**config.mk**
```make
export PLATFORM = sky130hd
export DESIGN_NAME = rca_pipe_adder
export DESIGN_NICKNAME = d
export VERILOG_FILES = /design/src/rtl/rca_pipe_adder.sv
export SDC_FILE = /design/constraint.sdc
export NUM_CORES = 1
export LEC_CHECK = 0
export ABC_AREA = 1
export CAP_MARGIN = 20
export CELL_PAD_IN_SITES_DETAIL_PLACEMENT = 0
export CELL_PAD_IN_SITES_GLOBAL_PLACEMENT = 1
export CORE_ASPECT_RATIO = 0.7
export CORE_MARGIN = 2
export CORE_UTILIZATION = 42
export CTS_CLUSTER_SIZE = 24
export DETAILED_ROUTE_END_ITERATION = 10
export GPL_ROUTABILITY_DRIVEN = 0
export PLACE_DENSITY = 0.84
export SYNTH_ARGS = -nofsm -noshare
export SYNTH_HDL_FRONTEND = slang
export SYNTH_SLANG_ARGS = --single-unit
```
**constraint.sdc**
```tcl
create_clock -name clk -period 2.4 [get_ports clk]
set_input_delay 0.36 -clock clk [delete_from_list [all_inputs] [get_ports clk]]
set_output_delay 0.36 -clock clk [all_outputs]
set_load 0.1 [all_outputs]
```
**src/rtl/rca_pipe_adder.sv**
```systemverilog
// rtl/rca_pipe_adder.sv - pipelined ripple-carry add/subtract with valid/ready flow control
//
// Splits a DWIDTH-bit ripple-carry add/subtract into NSTAGES carry segments of
// SEG = DWIDTH/NSTAGES bits, one segment resolved per register stage.
//
// Ports:
//   clk, rst_n               clock, asynchronous active-low reset
//   in_valid / in_ready      operand beat handshake
//   in_a, in_b               operands
//   in_cin                   carry-in (add) / borrow-in (subtract)
//   in_sub                   0 = add, 1 = subtract
//   out_valid / out_ready    result beat handshake
//   out_res                  result
//   out_cout                 carry-out; in subtract mode 1 = no borrow
//   out_ovf                  two's-complement signed overflow
module rca_pipe_adder #(
  parameter int DWIDTH  = 32,
  parameter int NSTAGES = 4
) (
  input  logic              clk,
  input  logic              rst_n,
  input  logic              in_valid,
  output logic              in_ready,
  input  logic [DWIDTH-1:0] in_a,
  input  logic [DWIDTH-1:0] in_b,
  input  logic              in_cin,
  input  logic              in_sub,
  output logic              out_valid,
  input  logic              out_ready,
  output logic [DWIDTH-1:0] out_res,
  output logic              out_cout,
  output logic              out_ovf
);

  localparam int SEG  = DWIDTH / NSTAGES;
  localparam int LAST = NSTAGES - 1;
  localparam int MSB  = DWIDTH - 1;

  generate
    if (NSTAGES < 1 || (DWIDTH % NSTAGES) != 0) begin : g_bad_params
      $error("rca_pipe_adder: NSTAGES must be >= 1 and divide DWIDTH");
    end
  endgenerate

  // Per-stage state. a/b hold the operands (b already inverted for subtract)
  // so later stages can consume their upper segments; r holds the result
  // segments resolved so far.
  logic [NSTAGES-1:0] v_q, v_d;
  logic [NSTAGES-1:0] c_q, c_d;
  logic [DWIDTH-1:0]  a_q [NSTAGES];
  logic [DWIDTH-1:0]  a_d [NSTAGES];
  logic [DWIDTH-1:0]  b_q [NSTAGES];
  logic [DWIDTH-1:0]  b_d [NSTAGES];
  logic [DWIDTH-1:0]  r_q [NSTAGES];
  logic [DWIDTH-1:0]  r_d [NSTAGES];
  logic               ovf_q, ovf_d;

  logic [NSTAGES-1:0] adv;

  // Stage k may advance when it is empty or any later stage (or the sink)
  // can make room. Expressed as "not everything from k to the end is full,
  // or the sink is taking a beat" so no bit of adv depends on another.
  always_comb begin
    logic full;
    adv = '0;
    for (int k = 0; k < NSTAGES; k++) begin
      full = 1'b1;
      for (int j = k; j < NSTAGES; j++) begin
        full = full & v_q[j];
      end
      adv[k] = !full || out_ready;
    end
  end

  logic              src_v;
  logic              src_c;
  logic [DWIDTH-1:0] src_a;
  logic [DWIDTH-1:0] src_b;
  logic [DWIDTH-1:0] src_r;
  logic [SEG:0]      sum;

  always_comb begin
    v_d   = v_q;
    c_d   = c_q;
    ovf_d = ovf_q;
    src_v = 1'b0;
    src_c = 1'b0;
    src_a = '0;
    src_b = '0;
    src_r = '0;
    sum   = '0;
    for (int k = 0; k < NSTAGES; k++) begin
      a_d[k] = a_q[k];
      b_d[k] = b_q[k];
      r_d[k] = r_q[k];
    end

    for (int k = 0; k < NSTAGES; k++) begin
      if (k == 0) begin
        src_v = in_valid;
        src_a = in_a;
        src_b = in_sub ? ~in_b : in_b;
        // Subtract uses the inverted borrow as the effective carry-in.
        src_c = in_cin ^ in_sub;
        src_r = '0;
      end else begin
        src_v = v_q[(k > 0) ? k - 1 : 0];
        src_a = a_q[(k > 0) ? k - 1 : 0];
        src_b = b_q[(k > 0) ? k - 1 : 0];
        src_c = c_q[(k > 0) ? k - 1 : 0];
        src_r = r_q[(k > 0) ? k - 1 : 0];
      end

      sum = {1'b0, src_a[k*SEG +: SEG]} + {1'b0, src_b[k*SEG +: SEG]}
          + {{SEG{1'b0}}, src_c};

      if (adv[k]) begin
        v_d[k] = src_v;
        // Data only moves with a real beat so outputs hold while idle.
        if (src_v) begin
          a_d[k] = src_a;
          b_d[k] = src_b;
          r_d[k] = src_r;
          r_d[k][k*SEG +: SEG] = sum[SEG-1:0];
          c_d[k] = sum[SEG];
          if (k == LAST) begin
            ovf_d = (src_a[MSB] == src_b[MSB]) && (sum[SEG-1] != src_a[MSB]);
          end
        end
      end
    end
  end

  always_ff @(posedge clk or negedge rst_n) begin
    if (!rst_n) begin
      v_q   <= '0;
      c_q   <= '0;
      ovf_q <= 1'b0;
      for (int k = 0; k < NSTAGES; k++) begin
        a_q[k] <= '0;
        b_q[k] <= '0;
        r_q[k] <= '0;
      end
    end else begin
      v_q   <= v_d;
      c_q   <= c_d;
      ovf_q <= ovf_d;
      for (int k = 0; k < NSTAGES; k++) begin
        a_q[k] <= a_d[k];
        b_q[k] <= b_d[k];
        r_q[k] <= r_d[k];
      end
    end
  end

  assign in_ready  = adv[0];
  assign out_valid = v_q[LAST];
  assign out_res   = r_q[LAST];
  assign out_cout  = c_q[LAST];
  assign out_ovf   = ovf_q;

endmodule

```
==> results of run 1 <==
## cells in the mapped netlist
cell type and n:
a211oi_1 1, a21oi_1 17, buf_2 16, buf_4 41, buf_6 1, clkbuf_1 15
dfrtp_1 185, fa_1 8, ha_1 28, inv_1 84, nand2_1 453, nand2_2 2
nand3_1 35, nand3_2 1, nand4_1 5, nor2_1 20, nor2_4 1, o21ai_0 68
o21ai_1 14, o21bai_1 4, o22ai_1 2, xnor2_1 31, xor2_1 11
## cells by family after synthesis
group	share of synthesized area, %
adders and majority gates	5.775
xor gates and xnor gates	4.161
and+or+nand+nor	22.80
AOI/OAI and AO/OA	6.171
DFF	52.37
buffers and inverters	8.719
## critical path: stages, from the launching register on
cell and delay [ns]:
dfrtp_1 0.41, nand3_2 0.14, nor2_4 0.21, nand2_2 0.15
buf_12 0.20
## final cells by class
class | count | area share, %
Clock buffer | 17 | 4.051
Clock inverter | 15 | 1.275
Inverter | 84 | 3.003
Multi-Input combinational cell | 701 | 32.94
Sequential cell | 185 | 44.09
Tap cell | 276 | 3.289
Timing Repair Buffer | 121 | 11.36
## per-layer routing
layer,wire length (um),global-route usage [%]
met5,0,0
met1,10720,29.77
met4,95,3.279
met2,7029,23.10
met3,736,4.380
## final timing paths
check                           cells after the start  slack (ns)   endpoint      from
worst max-delay path                                4        0.50   in_ready    v_q[3]
max in group asynchronous                           3        1.27    b_q[92]     rst_n
worst max register to register                      7        0.53  src_r[22]    c_q[1]
min in group clk                                    3        0.45   a_q[113]  in_a[17]
worst min-delay path                                2        0.39  src_r[13]     rst_n
worst min register to register                      2        0.46  src_r[11]   r_q[75]
## power by group through the flow
| stage | Combinational [uW] | Clock (uW) | Sequential, uW |
|---|---|---|---|
| after floorplan | 4200 | 0 | 4570 |
| after global placement | 5050 | 0 | 4610 |
| after detailed placement | 5110 | 0 | 4630 |
| after CTS | 5140 | 2730 | 4580 |
| after global routing | 5590 | 2880 | 4690 |
| final | 5100 | 2690 | 4570 |
## stage by stage
stage / hold WS [ns] / setup WS (ns) / utilization, % / std cells / power [uW]
after floorplan: 0.06441 / 0.06674 / - / 1043 / 8769
after global routing: 0.4285 / 0.3310 / 50.73 / 1399 / 13150
after detailed placement: 0.2767 / 0.03521 / 47.88 / 1365 / 9737
final: 0.3938 / 0.4959 / 50.73 / 1399 / 12360
after CTS: 0.4098 / 0.4598 / 50.63 / 1398 / 12450
after global placement: 0.2803 / 0.07650 / 47.88 / 1365 / 9659
## registers in the layout, indices dropped and copies added (netlist names)
register / cells
b_q: 40
out_res: 32
v_q: 4
c_q: 4
src_a: 8
r_q: 24
out_ovf: 1
src_b: 8
src_r: 24
a_q: 40
==> results by group, run 1 <==
Outcome
  • Status: finished, final reports clean

Worst setup path
  • Worst-path fanout max: 4
  • Kind of end point of the critical path: primary output
  • Critical path required time: roughly 2.0 ns
  • Worst Path Class, Setup: flop to primary output
  • Type of element launching the critical path: flop
  • WP data arrival: around 1.5 ns

STA
  • Max Clock Freq: roughly 530 MHz
  • Final number of setup-violating endpoints: 0
  • Crit share post-route: 79.34%
  • TNS Setup: 0 ns
  • Final count of hold timing violations: 0
  • Slew headroom: 72.38%
  • Max Clock Skew: 0.009560 ns
  • Unrepaired setup endpoints after global routing: false
  • Max Transition Viols Final: 0
  • Transition time at the pin with the least slew margin: approximately 0.41 ns
  • Final critical path time including I/O delays and setup: 1.904 ns

Synth
  • Register bit count reported by yosys: 185
  • Number of cells produced by synthesis: between 1000 and 1500
  • Leading area contributor after synthesis: dfrtp_1
  • Syn_nets: ~1100
  • Mean instance size in the synthesized netlist: around 8.5 um^2
  • Area of the mapped netlist: around 0.0088 mm^2
  • Top post-synthesis cells by area: dfrtp_1 (52%), nand2_1 (19%), ha_1 (4.0%), o21ai_0 (3.8%), inv_1 (3.6%)
  • Synth warnings: 0
  • Yosys top cell area share: a little over half
  • Share of the yosys chip area belonging to registers: about 52%
  • Post-synthesis cell type count: 23

Global routing
  • Initial antenna violation count: 0
  • Largest net degree at the start of global routing: 72
  • Global-route usage over all layers: between 10% and 20%
  • Total overflow reported by the global router: 0
  • Wire length of the first global-routing pass: between 30 and 40 mm
  • Vias in the first global route: around 6000

CTS
  • Number of buffers created by CTS: 17
  • Clock Sink Count: 185
  • CTS clk-pin slew, worst paths: about 0.07 ns
  • Root Buffer Master: clkbuf_16
  • Longest Clk Path Bufs: 2
  • Post-cts repair resize count: 0
  • Clk Latency, worst-skew pair: 0.43 ns
  • Depth of the CTS H-tree: 4
  • CTS hold repair buffers: 1
  • TritonCTS clock tree: built
  • Number of post-CTS setup repair buffers: 0

Place
  • Number of I/O port buffers: 105
  • Post-DP HPWL: between 10 and 15 mm
  • DP Area: approximately 0.01 mm^2

Cells and area
  • Area delta synth->final: 18.78%
  • Diode insertion count for antenna repair: 0
  • Leading cell types in the layout, fill and taps excluded: nand2_1 (453), dfrtp_1 (185), inv_1 (84), o21ai_0 (68), clkdlybuf4s50_1 (67)
  • Fin nets: 1216
  • Share of cells above drive strength 1: 8.103%
  • Footprint of the multi-input gates: ~0.0035 mm^2
  • Sequential standard cell area: around 0.0046 mm^2
  • Post-layout instance area: about 0.011 mm^2
  • Fillcell total: approximately 2000
  • Most common cell after layout, fill and taps aside: nand2_1

Drt
  • Final routed wirelength across all metal layers: between 15 and 20 mm
  • First DRT Iteration DRCs: roughly 380
  • Avg Vias per Cell: between 4 and 5
  • Total number of vias: ~6300
  • Post-route ant nets: 0
  • DR WL/cell: 13.28 um
  • DRC: 0
  • First-pass DRT Iterations: 5

Min path
  • Type of the tightest min-delay check: input port to asynchronous set/reset pin

Pwr
  • Clk network pwr share: roughly 22%
  • Power dissipated by switching net loads: 5572 uW
  • Total power divided by cell area: 1177 mW/mm^2
  • Power share of the combinational group: between 40% and 50%
  • Switching power share of the total: a little under half
  • Power share of the sequential group: between 30 and 40%
  • Leakage component of the power: 0.005424 uW
  • Internal power: ~6800 uW
  • Worst vdd ir: 0.0004736 V

Floorplanning
  • Number of standard-cell rows in the floorplan: between 40 and 50
  • Die Y: between 100 and 150 um
  • Initial Utilization: between 40 and 50%
  • Core Footprint: between 0.02 and 0.025 mm^2
  • Io pins: 106
  • Width of the chip: roughly 180 um
  • Die Area: between 0.02 and 0.025 mm^2

Flow run
  • Reported max-cap violation count: 0
Note: power is estimated with default switching activity, not from simulation.
==> run 2: changes to the inputs <==
- clock period: 2.4 -> 1.8 ns (I/O delays scaled with it)
==> results by group, run 2 (synthesized netlist as in run 1, its figures left out) <==
Outcome
  • Status: finished, final reports clean

CTS
  • Number of buffers created by CTS: 17 (unchanged)
  • TritonCTS clock tree: built
  • Longest Clk Path Bufs: 2 (unchanged)
  • Depth of the CTS H-tree: 4 (unchanged)
  • CTS clk-pin slew, worst paths: 0.06 ns (about the same)
  • Root Buffer Master: clkbuf_16
  • Clock Sink Count: 185 (unchanged)
  • Clk Latency, worst-skew pair: 0.43 ns (about the same)

Cells and area
  • Most common cell after layout, fill and taps aside: nand2_1
  • Fin nets: 1233 (+1.4%)
  • Share of cells above drive strength 1: 10.27% (+2.2 points)
  • Area delta synth->final: 25.35%
  • Post-layout instance area: 0.01108 mm^2 (+5.5%)
  • Fillcell total: 1913 (-5.4%)
  • Final core utilization: 53.53% (+2.8 points)
  • Diode insertion count for antenna repair: 0 (unchanged)
  • Leading cell types in the layout, fill and taps excluded: nand2_1 (453), dfrtp_1 (184), inv_1 (84), o21ai_0 (67), clkdlybuf4s50_1 (67)

Worst setup path
  • Cell class contributing the biggest share of worst-path delay: flip-flops
  • Slowest cell on the critical path: dfrtp_4
  • Worst-case reg-to-reg path depth: 7 (unchanged)
  • Ordered cell list for the critical path: nand3_2 -> nor2_4 -> nand2_4 -> buf_12
  • Worst-path fanout max: 3 (-1)
  • Type of element launching the critical path: flop
  • Worst R2R Start: c_q[0]
  • Critical path required time: 1.53 ns (-0.51 ns)
  • Critical Path Source: v_q[3]
  • Worst Path Class, Setup: flop to primary output
  • Register-to-register path setup slack: 0.12 ns (-0.41 ns)
  • Kind of end point of the critical path: primary output
  • CP max stage delay: 0.45 ns (+0.04 ns)
  • Reg2Reg Capture Point: r_q[78]
  • WP data arrival: 1.46 ns (-0.08 ns)
  • Count of buffering cells on the critical path with inverters included: 1 (unchanged)

Drt
  • DRC: 0 (unchanged)
  • DR WL/cell: 12.84 um (-3.3%)
  • First-pass DRT Iterations: 5 (unchanged)
  • Post-route ant nets: 0 (unchanged)
  • Avg Vias per Cell: 4.494 (-0.76%)
  • Total number of vias: 6359 (+0.38%)
  • First DRT Iteration DRCs: 404 (+7.4%)
  • Final routed wirelength across all metal layers: 18.17 mm (-2.2%)

Min path
  • Type of the tightest min-delay check: input port to asynchronous set/reset pin

STA
  • Max Clock Skew: 0.01449 ns (+0.004925 ns)
  • Final number of setup-violating endpoints: 0 (unchanged)
  • Final critical path time including I/O delays and setup: ~1.7 ns
  • Slew headroom: 74.69% (+2.3 points)
  • Crit share post-route: 95.85%
  • Final count of hold timing violations: 0 (unchanged)
  • Max Clock Freq: just under 600 MHz
  • Max Transition Viols Final: 0 (unchanged)
  • Unrepaired setup endpoints after global routing: true
  • Transition time at the pin with the least slew margin: 0.3797 ns (-0.03458 ns)

Place
  • Post-DP HPWL: 13.57 mm (+3.6%)
  • Number of I/O port buffers: 105 (unchanged)
  • DP Area: 0.01049 mm^2 (+5.8%)

Global routing
  • Global-route usage over all layers: 17.44% (-0.43 points)
  • Wire length of the first global-routing pass: 30.88 mm (-2.2%)
  • Largest net degree at the start of global routing: 57 (-21%)
  • Vias in the first global route: 6050 (-2.1%)
  • Initial antenna violation count: 0 (unchanged)
  • Total overflow reported by the global router: 0 (unchanged)

Floorplanning
  • Die Y: 125.4 um (unchanged)
  • Initial Utilization: 42.70% (unchanged)
  • Die Area: 0.02224 mm^2 (unchanged)
  • Number of standard-cell rows in the floorplan: 44 (unchanged)
  • Io pins: 106 (unchanged)
  • Core Footprint: 0.02070 mm^2 (unchanged)
  • Width of the chip: 177.4 um (unchanged)

Pwr
  • Total power divided by cell area: 1587 mW/mm^2 (+35%)
  • Leakage component of the power: 0.005631 uW (+3.8%)
  • Worst vdd ir: 0.0008463 V (+79%)

Flow run
  • Reported max-cap violation count: 0 (unchanged)
run 2: cell types whose count changed in the layout (fill, tap and decap cells not counted), moves of 2 or more:
cell	previous run	this run
fa_2	0	8
buf_4	42	24
fa_1	8	0
buf_12	9	44
clkinv_2	2	4
inv_8	5	0
run 2: how the worst max path moves through the flow:
stage,endpoint,cells past startpoint,slack [ns]
after floorplan,r_q[100],10,0.003
after global placement,r_q[102],11,-0.28
after detailed placement,r_q[102],11,-0.30
after CTS,src_r[22],7,0.01
after global routing,out_res[30],9,-0.009
final,in_ready,4,0.07
run 2: per-layer routing:
metal	routed length (um)	track usage, %
met4	161	4.773
met3	710	3.558
met5	0	0
met1	10540	29.24
met2	6760	22.12
run 2: through the flow:
step           setup slack [ns]  hold slack (ns)  total power [uW]  instances  setup TNS (ns)
6_report                0.07474           0.2816             17590       1415               0
5_1_grt               -0.009159           0.3102             18690       1415       -0.009159
4_1_cts                 0.01246           0.2887             17740       1413               0
3_5_place_dp            -0.2989           0.1539             14180       1381          -2.014
3_3_place_gp            -0.2757           0.1538             14050       1381          -1.222
2_1_floorplan          0.003137         -0.02559             11700       1043               0
run 2: cell type report:
type                    instances  area [um^2]  share of cell area [%]
inverters                      84        315.3                   2.846
well taps                     276        345.3                   3.117
clock inverters                14        125.1                   1.129
flip-flops and latches        185         4633                   41.81
clock buffers                  17        425.4                   3.839
multi-input cells             701         3478                   31.39
repair buffers                138         1758                   15.87
run 2: power by group:
part / switching, uW / total (uW) / internal [uW]
combinational: 4930 / 7760 / 2820
clock: 1600 / 3510 / 1900
sequential: 936 / 6320 / 5390
total: 7470 / 17600 / 10100
run 2: repair_timing:
item,4_1_cts,5_1_grt
hold endpoints to repair,19,0
setup endpoints to repair,2,9
setup buffers,0,2
pin swaps,0,1
hold buffers,1,0
gates resized for setup,1,5
